===== config.mk =====
export PLATFORM = sky130hd
export DESIGN_NAME = escritura_registros
export DESIGN_NICKNAME = d
export VERILOG_FILES = /design/src/rtl/escritura_registros.sv
export SDC_FILE = /design/constraint.sdc
export NUM_CORES = 1
export LEC_CHECK = 0
export ABC_CLOCK_PERIOD_IN_PS = 3570
export CORE_MARGIN = 1.5
export CORE_UTILIZATION = 50
export DETAILED_ROUTE_END_ITERATION = 8
export PLACE_DENSITY = 0.84
export REMOVE_ABC_BUFFERS = 1
export SLEW_MARGIN = 20
export SYNTH_ARGS = -nofsm -noshare
export SYNTH_HDL_FRONTEND = slang
export SYNTH_SLANG_ARGS = --single-unit

===== constraint.sdc =====
create_clock -name clk -period 3.57 [get_ports clk]
set_input_delay 0.8925 -clock clk [delete_from_list [all_inputs] [get_ports clk]]
set_output_delay 0.8925 -clock clk [all_outputs]
set_load 0.02 [all_outputs]

===== src/rtl/escritura_registros.sv =====
// escritura_registros: write-back sequencer merging ALU and load results into the register-file write port
// through a small FIFO, with backpressure and a forwarding lookup over all pending writes.
module escritura_registros #(
    parameter int DEPTH = 4,
    parameter int AW    = 2
) (
    input  logic          clk,
    input  logic          rst_n,
    input  logic          alu_valid,
    output logic          alu_ready,
    input  logic [4:0]    alu_dir,
    input  logic [31:0]   alu_dato,
    input  logic          mem_valid,
    output logic          mem_ready,
    input  logic [4:0]    mem_dir,
    input  logic [31:0]   mem_dato,
    output logic          wEnable,
    output logic [4:0]    dirEsc,
    output logic [31:0]   datoIn,
    input  logic [4:0]    cons_dir,
    output logic          cons_hit,
    output logic [31:0]   cons_dato,
    output logic [AW:0]   ocupacion
);
    logic [4:0]    r_fifo_dir  [DEPTH];
    logic [31:0]   r_fifo_dato [DEPTH];
    logic [AW-1:0] r_rd;
    logic [AW-1:0] r_wr;
    logic [AW:0]   r_cnt;
    logic          r_we;
    logic [4:0]    r_dir;
    logic [31:0]   r_dato;
    logic [AW:0]   w_free;
    logic          w_pm;
    logic          w_pa;
    logic          w_pop;
    logic [AW-1:0] w_wa;
    logic          w_hit;
    logic [31:0]   w_dato;

    // Credit comes only from the registered count; a same-cycle pop does not free a slot.
    assign w_free    = (AW+1)'(DEPTH) - r_cnt;
    assign mem_ready = w_free != '0;
    assign alu_ready = (w_free >= (AW+1)'(2)) | ((w_free == (AW+1)'(1)) & !mem_valid);
    assign w_pm      = mem_valid & mem_ready & (|mem_dir);
    assign w_pa      = alu_valid & alu_ready & (|alu_dir);
    assign w_pop     = |r_cnt;
    assign w_wa      = r_wr + AW'(w_pm);

    always_ff @(posedge clk) begin
        if (w_pm) begin
            r_fifo_dir[r_wr]  <= mem_dir;
            r_fifo_dato[r_wr] <= mem_dato;
        end
        if (w_pa) begin
            r_fifo_dir[w_wa]  <= alu_dir;
            r_fifo_dato[w_wa] <= alu_dato;
        end
    end

    always_ff @(posedge clk or negedge rst_n) begin
        if (!rst_n) begin
            r_rd   <= '0;
            r_wr   <= '0;
            r_cnt  <= '0;
            r_we   <= 1'b0;
            r_dir  <= '0;
            r_dato <= '0;
        end else begin
            r_wr  <= r_wr + AW'(w_pm) + AW'(w_pa);
            r_rd  <= r_rd + AW'(w_pop);
            r_cnt <= r_cnt + (AW+1)'(w_pm) + (AW+1)'(w_pa) - (AW+1)'(w_pop);
            r_we  <= w_pop;
            if (w_pop) begin
                r_dir  <= r_fifo_dir[r_rd];
                r_dato <= r_fifo_dato[r_rd];
            end
        end
    end

    // Scan oldest to youngest so the last match seen is the youngest pending value.
    always_comb begin
        w_hit  = 1'b0;
        w_dato = '0;
        if (r_we && r_dir == cons_dir) begin
            w_hit  = 1'b1;
            w_dato = r_dato;
        end
        for (int i = 0; i < DEPTH; i++) begin
            if ((AW+1)'(i) < r_cnt && r_fifo_dir[r_rd + AW'(i)] == cons_dir) begin
                w_hit  = 1'b1;
                w_dato = r_fifo_dato[r_rd + AW'(i)];
            end
        end
        if (cons_dir == '0) begin
            w_hit  = 1'b0;
            w_dato = '0;
        end
    end

    assign wEnable   = r_we;
    assign dirEsc    = r_dir;
    assign datoIn    = r_dato;
    assign ocupacion = r_cnt;
    assign cons_hit  = w_hit;
    assign cons_dato = w_dato;
endmodule


Yosys cells after proc, flatten, opt, wreduce, memory -nomap -nowiden

Memory sizes are Yosys's and may differ from the RTL's.
Cells that the tools add are included.

Register bits after elaboration: 45
Bits in writable memories: 148
Input port bits: 83
Memories kept: 2

Add/sub/neg operators: 10
Magnitude comparators: 5
Equal/unequal tests: 6
Muxes and demuxes: 16
Bitwise gates (word level): 6
Reductions and logical operators: 11

Memories:

| name        | depth | width | read ports | clocked after Yosys merged registers in | wr ports | line | source |
|---|---|---|---|---|---|---|---|
| r_fifo_dato | 4     | 32    | 4          | 0                                       | 2        | 26   | `logic [31:0] r_fifo_dato [DEPTH];` |
| r_fifo_dir  | 4     | 5     | 4          | 0                                       | 2        | 25   | `logic [4:0] r_fifo_dir [DEPTH];` |

Operator list:

| cell                                                               | number |
|---|---|
| two-way mux 32 bit                                                 | 6 |
| == test 5 bit                                                      | 5 |
| two-way mux 1 bit                                                  | 10 |
| OR reduction 5 bit                                                 | 2 |
| adder 2 x 1 -> 2 bit                                               | 3 |
| adder 3 x 1 -> 3 bit                                               | 2 |
| < comparator 1 x 3 -> 1 bit (first input constant)                 | 2 |
| < comparator 2 x 3 -> 1 bit (first input constant)                 | 2 |
| AND 1 bit                                                          | 5 |
| logical AND 1 bit                                                  | 5 |
| zero test 5 bit                                                    | 1 |
| adder 2 bit (second input constant)                                | 2 |
| == test 3 x 1 -> 1 bit (second input constant)                     | 1 |
| greater-or-equal comparator 3 x 2 -> 1 bit (second input constant) | 1 |
| nonzero test 3 bit                                                 | 1 |
| OR reduction 3 bit                                                 | 1 |
| subtractor 3 x 1 -> 3 bit                                          | 1 |
| subtractor 3 bit (first input constant)                            | 1 |
| adder 2 x 1 -> 2 bit (second input constant)                       | 1 |
| zero test 1 bit                                                    | 1 |
| OR 1 bit                                                           | 1 |

Depth between registers and ports, before layout

Gate-level depths: netlist of the first run.

Word-level depth: 8
Gate-level depth with buffers: 12
Gate-level depth less buffers: 10

Worst setup path after synthesis of the first run

No wires, ideal clock.

Path type: input to register
Start: input mem_dir[1]
End: memory r_fifo_dato[1][0], enable pin
Library setup time: 445 ps
Arrival time: 4008 ps
Required time: 3125 ps
Slack: -882 ps
Cell stages on the path: 6
Buffers on the path: 0
Cell sequence: or4_1 -> o211ai_1 -> inv_1 -> ha_1 -> xor2_1 -> o22ai_1

RTL lines:

| element         | line | source |
|---|---|---|
| start, declared | 15   | `input logic [4:0] mem_dir,` |
| end, declared   | 26   |  |

Worst setup path in the final report of the first run

Start: register r_rd[1]
End: output cons_dato[29]

Cells in the longest elaborated chain, start to end: 8
Elaborated cells on any way between the ends: 18
Those cells by class: add/sub (3); eq/ne (4); mux (5); reduce/logical (4); memory (2)

Ends and longest elaborated chain:

| element                                                           | line | source |
|---|---|---|
| start, declared                                                   | 27   | `logic [AW-1:0] r_rd;` |
| start signal, assigned                                            | 71   | `r_rd <= r_rd + AW'(w_pop);` |
| adder 2 x 1 -> 2 bit / memory (4 x 5 bit) (equally long branches) | -    |  |
| memory (4 x 5 bit) / == test 5 bit (equally long branches)        | -    |  |
| == test 5 bit / logical AND 1 bit (equally long branches)         | 90   | `if ((AW+1)'(i) < r_cnt && r_fifo_dir[r_rd + AW'(i)] == cons_dir) begin` |
| logical AND 1 bit / two-way mux 32 bit (equally long branches)    | 90   |  |
| two-way mux 32 bit (2 in series)                                  | 90   |  |
| two-way mux 32 bit (*)                                            | 90   |  |
| two-way mux 32 bit (*)                                            | 95   | `if (cons_dir == '0) begin` |
| end, declared                                                     | 22   | `output logic [31:0] cons_dato,` |

Mark *: on every way between the ends. The rest lies on a longest branch, timed or not.

==> results_dict.tcl, run 1 <==
set metrics [dict create \
    power.total_mw 23.1 \
    violations "negative setup slack" \
    io_pins 159 \
    antenna_found_initial 0 \
    place.detailed.hpwl_mm 28.9 \
    htree_levels 4 \
    criticalPathCategory "reg2out" \
    cp_slowest_cell "dfrtp_4" \
    pre_cts_ws_ns -1.43 \
    rrSetupSlack_ns 0.37 \
    coreArea_sq_um 27600 \
    synth.distinct_cells 52 \
    worst_pin_slew_ns 0.721 \
    die_y_um 170 \
    timing.fmax_ghz 0.226 \
    avgSynthCellArea_sq_um 11.4 \
    powerDensity_nw_per_um2 1110 \
    hold_class "in2async" \
    fin_worst_skew_ns 0.0150 \
    cts_buffers 17 \
    root_buffer "clkbuf_16" \
    final_common_cell "mux2_2" \
    path_max_fanout 36 \
    final_max_slew_viol_count 0 \
    clock_path_buffers 2 \
    synth_area_sq_um 14000 \
    timing.hold.ws_ns 0.441 \
    relSlewSlack 0.519 \
    crit_chain "buf_4, buf_12, mux4_2, xor2_4, nor2_4, buf_4, a41oi_1, o31ai_4, a221oi_2, buf_4" \
    critPathBufInv 4 \
    netlist_instances 1223 \
    clkSinkCount 193 \
    cp.arrival_ns 3.53 \
    grt-ovfl-total 0 \
    fin_ws_ns -0.850 \
    startpoint_type "flip-flop" \
    synth_edf_count 148 \
    drt_iter0_drc 1629 \
    wirelength_mm 55.5 \
    placed_area_sq_um 17300 \
    final_net_count 1612 \
    setup_viol 33 \
    io_buffers 158 \
    synthArstFlopShare 0.233 \
    hold_violations 0 \
    crit_family "compound AO/OA/AOI/OAI gates" \
    max_stage_delay_ns 0.53 \
    grt_pass1_vias 13100 \
    synth_ff_type "edfxtp_1" \
    yosysWarnings 0 \
    leakage_nw 7.81 \
    via_count 13500 \
    final_util 0.750 \
    required_ns 2.68 \
    wire_per_inst_um 29.1 \
    period_needed_ns 4.42 \
    outcome "finished with violations" \
    grt_pass1_wl_mm 73.0 \
    ant_nets 0 \
    syn2layout_area_growth_pct 48.1 \
    period_share 1.24 \
    ir_worst_vdd_mv 0.810 \
    grt_setup_unrepaired "yes" \
    final_cell_area_sq_um 20700 \
    cts_tree "built" \
    n_fill_cell 1548 \
    rows 61 \
    setup.worst_path.end_class "output port" \
    final_cell_mix "mux2_2, buf_4, edfxtp_1" \
    route.detailed.drc 0 \
    layout-drive-gt1-share 0.494 \
    ys_seq_area_frac 0.398 \
    viasPerCell 7.09 \
    track_usage 0.332 \
    grt_max_degree 70 \
    routabilityCongestion 0.902 \
    drt_pre_antenna_iters 8 \
    n_antenna_cell 0 \
    dieWidth_um 170 \
    path_common_cell "buf_4" \
    initial_core_util 0.506 \
    die_area_sq_um 29000 \
    clk_latency_ns 0.46 \
    synth_seq_cells 193 \
    clkTransAtPathRegs_ns 0.08 \
    max_cap_viol_count 0 \
]
cell usage after synthesis (3+ instances only):
cell type  count  area, sq um
mux2_2       215         2420
edfxtp_1     148         4440
mux2i_1      118         1180
nand2_1      116          435
clkbuf_1      71          267
a41oi_1       62          543
o31ai_1       62          465
dfrtp_1       45         1130
nor2_1        43          161
o21ai_0       37          185
a21oi_1       34          170
buf_2         33          165
a22o_1        31          272
o41ai_1       26          228
mux4_2        22          495
xor2_1        22          193
a221oi_2      14          210
buf_1         14         52.6
a221oi_1      12          105
ha_1          11          138
inv_1          9         33.8
buf_6          8         90.1
nand3_1        8         40.0
xnor2_1        7         61.3
a2111oi_0      5         43.8
a2111oi_1      5         50.1
o2111a_1       5         56.3
and2_1         4         25.0
nor3_1         4         20.0
buf_4          3         22.5
or4_1          3         22.5
logic make-up after synthesis:
| family | after synthesis | share of synthesized area |
|---|---|---|
| AO/OA/AOI/OAI | 300 | 0.171 |
| multiplexers | 356 | 0.294 |
| AND/OR/NAND/NOR | 192 | 0.0591 |
| flip-flops | 193 | 0.398 |
| XOR/XNOR | 29 | 0.0182 |
| adder cells (fa/ha/maj) | 13 | 0.0127 |
| buffers and inverters | 140 | 0.0464 |
sequential cells by signal, indices dropped and copies added (netlist names):
signal,cells
ocupacion,3
r_rd,2
r_fifo_dato,128
r_wr,2
datoIn,32
dirEsc,5
wEnable,1
r_fifo_dir,20
what timing repair did:
| item | 4_1_cts | 5_1_grt |
|---|---|---|
| hold buffers | 0 | 0 |
| gates resized for setup | 319 | 225 |
| gates cloned | 5 | 5 |
| buffers inserted | 27 | 34 |
| setup endpoints to repair | 33 | 33 |
| pin swaps | 35 | 66 |
per-layer routing:
metal | GRT usage | vias up | wire, um
li1 | - | 5441 | -
met2 | 0.554 | 1113 | 26500
met3 | 0.0586 | 396 | 5850
met1 | 0.398 | 6577 | 18900
met5 | 0 | - | 0
met4 | 0.212 | 0 | 4230
report_power, final:
part / switching [mW] / internal, mW
combinational: 9.22 / 7.13
sequential: 0.840 / 3.85
clock: 0.978 / 1.06
stage by stage:
stage,TNS [ns],instances
after CTS,-21.41,1873
final,-23.11,1907
after detailed placement,-89.65,1811
after floorplan,-809.72,1093
after global placement,-90.20,1811
after global routing,-25.09,1907
final timing paths:
path	cells after the start	to	start
worst max-delay path	10	cons_dato[29]	r_rd[1]$_DFF_PN0_
worst min-delay path	1	datoIn[16]$_DFFE_PN0N_	rst_n
worst max register to register	13	r_fifo_dato[3][31]$_DFFE_PP_	ocupacion[0]$_DFF_PN0_
worst min register to register	2	datoIn[23]$_DFFE_PN0N_	datoIn[23]$_DFFE_PN0N_
max in group asynchronous	2	datoIn[31]$_DFFE_PN0N_	rst_n
min in group clk	2	datoIn[23]$_DFFE_PN0N_	datoIn[23]$_DFFE_PN0N_
final cells by class:
cell class | count | area, sq um | share of cell area
clock buffer | 17 | 425 | 0.0205
timing repair buffer | 404 | 4340 | 0.210
multi-input combinational | 890 | 9690 | 0.468
inverter | 10 | 37.5 | 0.00181
sequential | 193 | 5580 | 0.269
clock inverter | 15 | 171 | 0.00827
tap | 378 | 473 | 0.0228
Note: power is estimated with default switching activity, not from simulation.
==> run 2, diff against run 1 <==
--- a/config.mk
+++ b/config.mk
@@ -7,10 +7,11 @@
 export LEC_CHECK = 0
 export ABC_CLOCK_PERIOD_IN_PS = 3570
 export CORE_MARGIN = 1.5
-export CORE_UTILIZATION = 50
+export CORE_UTILIZATION = 35
 export DETAILED_ROUTE_END_ITERATION = 8
-export PLACE_DENSITY = 0.84
+export PLACE_DENSITY = 0.65
 export REMOVE_ABC_BUFFERS = 1
+export SKIP_CTS_REPAIR_TIMING = 1
 export SLEW_MARGIN = 20
 export SYNTH_ARGS = -nofsm -noshare
 export SYNTH_HDL_FRONTEND = slang
==> results_dict.tcl, run 2 (synthesized netlist as in run 1, its figures left out) <==
set metrics [dict create \
    criticalPathCategory "reg2out" \
    ir_worst_vdd_mv 0.650 \
    final_util 0.510 \
    final_common_cell "mux2_2" \
    hold_violations 0 \
    path_common_cell "buf_6" \
    cp_slowest_cell "dfrtp_4" \
    critPathBufInv 7 \
    layout-drive-gt1-share 0.460 \
    crit_chain "buf_12, buf_8, mux4_2, xor2_2, nor4_4, buf_6, buf_6, clkbuf_16, a22o_1, a2111oi_4, a2111oi_4, buf_4, buf_6" \
    worst_pin_slew_ns 0.750 \
    drt_iter0_drc 1041 \
    final_max_slew_viol_count 0 \
    startpoint_type "flip-flop" \
    setup_viol 33 \
    clkSinkCount 193 \
    track_usage 0.216 \
    outcome "finished with violations" \
    final_cell_mix "mux2_2, buf_4, edfxtp_1" \
    fin_ws_ns -0.909 \
    cts_buffers 17 \
    period_needed_ns 4.48 \
    coreArea_sq_um 39500 \
    clock_path_buffers 2 \
    relSlewSlack 0.500 \
    grt_pass1_vias 11800 \
    antenna_found_initial 0 \
    htree_levels 4 \
    wirelength_mm 49.4 \
    root_buffer "clkbuf_16" \
    initial_core_util 0.354 \
    crit_family "buffers and inverters" \
    rows 73 \
    die_area_sq_um 41200 \
    setup.worst_path.end_class "output port" \
    clk_latency_ns 0.46 \
    routabilityCongestion 0.866 \
    ant_nets 0 \
    violations "negative setup slack" \
    place.detailed.hpwl_mm 31.2 \
    wire_per_inst_um 24.1 \
    final_net_count 1606 \
    die_y_um 203 \
    dp.cells 1970 \
    io_pins 159 \
    clkTransAtPathRegs_ns 0.07 \
    leakage_nw 7.55 \
    timing.fmax_ghz 0.223 \
    stdcell_count 2049 \
    largest_register "r_fifo_dato" \
    hold_class "in2async" \
    required_ns 2.68 \
    route.detailed.drc 0 \
    cp.arrival_ns 3.59 \
    dieWidth_um 203 \
    max_stage_delay_ns 0.54 \
    cts_tree "built" \
    largest_register_ffs 128 \
    drt_pre_antenna_iters 6 \
    path_max_fanout 7 \
    period_share 1.25 \
    fin_worst_skew_ns 0.0136 \
    grt-ovfl-total 0 \
    via_count 12200 \
    grt_setup_unrepaired "yes" \
    viasPerCell 5.95 \
    max_cap_viol_count 0 \
    grt_max_degree 79 \
    syn2layout_area_growth_pct 44.2 \
    io_buffers 158 \
    grt_pass1_wl_mm 67.8 \
    powerDensity_nw_per_um2 1080 \
]
## run 2: cell type report
type / instances / area (sq um)
Inverter: 10 / 38.8
Fill cell: 3341 / 19400
Sequential cell: 193 / 5580
Clock inverter: 13 / 120
Tap cell: 525 / 657
Antenna cell: 1 / 2.50
Multi-Input combinational cell: 890 / 9160
Timing Repair Buffer: 398 / 4180
Clock buffer: 19 / 433
## run 2: final timing paths
check                                                  end                   start  cells past startpoint  slack (ns)
worst max-delay path                         cons_dato[13]       r_rd[0]$_DFF_PN0_                     13       -0.91
max in group asynchronous           datoIn[11]$_DFFE_PN0N_                   rst_n                      2        2.28
worst max register to register  r_fifo_dir[0][0]$_DFFE_PP_  ocupacion[0]$_DFF_PN0_                     14        0.44
worst min-delay path                ocupacion[0]$_DFF_PN0_                   rst_n                      1        0.50
worst min register to register      datoIn[31]$_DFFE_PN0N_  datoIn[31]$_DFFE_PN0N_                      2        0.54
min in group clk                    datoIn[31]$_DFFE_PN0N_  datoIn[31]$_DFFE_PN0N_                      2        0.54
## run 2: layer usage
layer  share of wire  up-vias  track usage
met5               0        -            0
met4           0.043        0       0.0971
met3           0.060      117       0.0300
met2            0.49      540        0.363
met1            0.41     6124        0.274
li1                -     5411            -
## run 2: power breakdown
part	internal [mW]	leakage [nW]	switching, mW
Sequential	3.84	1.90	0.775
Combinational	6.97	5.37	8.27
Clock	1.02	0.270	0.879
Total	11.8	7.55	9.92
## run 2: worst reg2reg max path, stage by stage (launching register included)
cell and delay [ns]:
dfrtp_1 0.35, inv_1 0.05, buf_4 0.16, ha_1 0.20
ha_2 0.32, nand2_1 0.06, o211ai_1 0.09, buf_4 0.16
inv_1 0.05, ha_1 0.21, xor2_1 0.41, nor3_2 0.08
buf_4 0.17, or2_2 0.35, buf_12 0.19
## run 2: through the flow
step,setup WS (ns),hold slack (ns),TNS (ns),power [mW],instance area (sq um)
after floorplan,-7.90,0.597,-809.72,11.6,13400
after global placement,-1.45,0.519,-110.92,17.3,17600
after detailed placement,-1.44,0.528,-117.20,17.6,17600
after CTS,-1.55,0.518,-43.36,19.6,18200
after global routing,-0.978,0.542,-28.21,22.8,20200
final,-0.909,0.500,-26.45,21.8,20200
==> run 3, diff against run 2 <==
--- a/config.mk
+++ b/config.mk
@@ -5,11 +5,11 @@
 export SDC_FILE = /design/constraint.sdc
 export NUM_CORES = 1
 export LEC_CHECK = 0
-export ABC_CLOCK_PERIOD_IN_PS = 3570
+export ABC_CLOCK_PERIOD_IN_PS = 5000
 export CORE_MARGIN = 1.5
 export CORE_UTILIZATION = 35
 export DETAILED_ROUTE_END_ITERATION = 8
-export PLACE_DENSITY = 0.65
+export PLACE_DENSITY = 0.63
 export REMOVE_ABC_BUFFERS = 1
 export SKIP_CTS_REPAIR_TIMING = 1
 export SLEW_MARGIN = 20
==> constraint.sdc (replaced) <==
create_clock -name clk -period 5 [get_ports clk]
set_input_delay 1.25 -clock clk [delete_from_list [all_inputs] [get_ports clk]]
set_output_delay 1.25 -clock clk [all_outputs]
set_load 0.02 [all_outputs]
==> results_dict.tcl, run 3 (synthesized netlist as in run 1, its figures left out) <==
set metrics [dict create \
    outcome "completed" \
    clk_latency_ns 0.45 \
    routed-wl-met3_mm 2.91 \
    r2r_cells 11 \
    m1WireLength_mm 18.8 \
    drt_iter0_drc 880 \
    syn2layout_area_growth_pct 28.0 \
    hold_class "reg2reg" \
    pre_cts_ws_ns -0.747 \
    initial_core_util 0.354 \
    root_buffer "clkbuf_16" \
    grt_pass1_vias 11600 \
    required_ns 3.75 \
    routabilityCongestion 0.838 \
    wirelength_mm 46.1 \
    powerDensity_nw_per_um2 763 \
    layout-drive-gt1-share 0.326 \
    via_count 11600 \
    top_layer_used "met4" \
    cp.arrival_ns 3.62 \
    ant_nets 0 \
    internal-power_mw 7.44 \
    viasPerCell 5.97 \
    clkPwrFrac 0.098 \
    fin_worst_skew_ns 0.0124 \
    relSlewSlack 0.278 \
    comb_power_share 0.661 \
    final_util 0.453 \
    route.detailed.drc 0 \
    final_common_cell "mux2_2" \
    criticalPathCategory "reg2out" \
    swShare 0.455 \
    seqPwrFrac 0.241 \
    startpoint_type "flip-flop" \
    path_max_fanout 20 \
    worst_pin_slew_ns 1.08 \
    coreArea_sq_um 39500 \
    period_share 0.974 \
    min_path_cells 2 \
    clock_path_buffers 2 \
    p_sw_mw 6.22 \
    fin_ws_ns 0.128 \
    dieWidth_um 203 \
    clkSinkCount 193 \
    grt-ovfl-total 0 \
    clkTransAtPathRegs_ns 0.08 \
    die_area_sq_um 41200 \
    final_max_slew_viol_count 0 \
    rows 73 \
    antenna_found_initial 0 \
    largest_register "r_fifo_dato" \
    die_y_um 203 \
    n_antenna_cell 0 \
    timing.fmax_ghz 0.205 \
    hold_violations 0 \
    cts_buffers 17 \
    wl_met2_mm 23.4 \
    cts_tree "built" \
    max_cap_viol_count 0 \
    leakage_nw 7.05 \
    track_usage 0.221 \
    final_net_count 1496 \
    grt_max_degree 146 \
    period_needed_ns 4.87 \
    htree_levels 4 \
    setup_viol 0 \
    finalSetupTns_ns 0 \
    setup.worst_path.end_class "output port" \
    cp_slowest_cell "or4_2" \
    crit_chain "buf_4, mux4_2, xor2_1, or4_2, buf_6, buf_6, o31ai_2, a2111oi_2, buf_4, dlymetal6s2s_1" \
    io_pins 159 \
    max_stage_delay_ns 0.69 \
    grt_setup_unrepaired "no" \
    grt_pass1_wl_mm 68.6 \
    largest_register_ffs 128 \
    power.total_mw 13.7 \
    wire_per_inst_um 23.8 \
    io_buffers 158 \
    final_cell_mix "mux2_2, edfxtp_1, clkdlybuf4s50_1" \
    drt_pre_antenna_iters 6 \
    ir_worst_vdd_mv 0.447 \
    place.detailed.hpwl_mm 29.9 \
]
run 3: routing by layer:
metal | vias up | GRT usage
met5 | - | 0
li1 | 5192 | -
met3 | 69 | 0.0392
met2 | 487 | 0.385
met4 | 0 | 0.0759
met1 | 5830 | 0.275
run 3: layout make-up:
class	instances	area, sq um
Multi-Input combinational cell	890	8000
Tap cell	525	657
Timing Repair Buffer	288	3080
Sequential cell	193	5580
Inverter	10	38.8
Clock inverter	14	114
Clock buffer	18	439
Fill cell	3623	21600
run 3: metrics by stage:
stage | hold WS [ns] | cell area, sq um | cells
finish | 0.511 | 17900 | 1938
global route | 0.543 | 17900 | 1938
CTS | 0.517 | 17600 | 1932
detailed placement | 0.497 | 17100 | 1900
global placement | 0.486 | 17100 | 1900
floorplan | 0.601 | 13400 | 1093
run 3: critical path, delay by kind of cell (launching register included):
family | cells | cell delay, ns
buf+inv | 5 | 0.88
simple gates | 1 | 0.69
mux | 1 | 0.50
flops | 1 | 0.46
compound gates | 2 | 0.43
xor+xnor | 1 | 0.19
run 3: path summary, 6_finish.rpt:
path	startpoint	end	slack (ns)
hold / removal	datoIn[16]$_DFFE_PN0N_	datoIn[16]$_DFFE_PN0N_	0.51
max in group asynchronous	rst_n	r_rd[0]$_DFF_PN0_	3.27
setup / recovery	r_rd[0]$_DFF_PN0_	cons_dato[18]	0.13
setup reg to reg	ocupacion[0]$_DFF_PN0_	r_fifo_dato[0][21]$_DFFE_PP_	1.69
min in group asynchronous	rst_n	dirEsc[0]$_DFFE_PN0N_	0.82
hold reg to reg	datoIn[16]$_DFFE_PN0N_	datoIn[16]$_DFFE_PN0N_	0.51
run 3: power groups by stage:
stage,registers [mW],clock network [mW],logic [mW]
detailed placement,3.33,0,8.85
global placement,3.30,0,8.68
global route,3.39,1.41,9.60
CTS,3.30,1.36,8.88
finish,3.29,1.33,9.03
floorplan,3.68,0,5.01
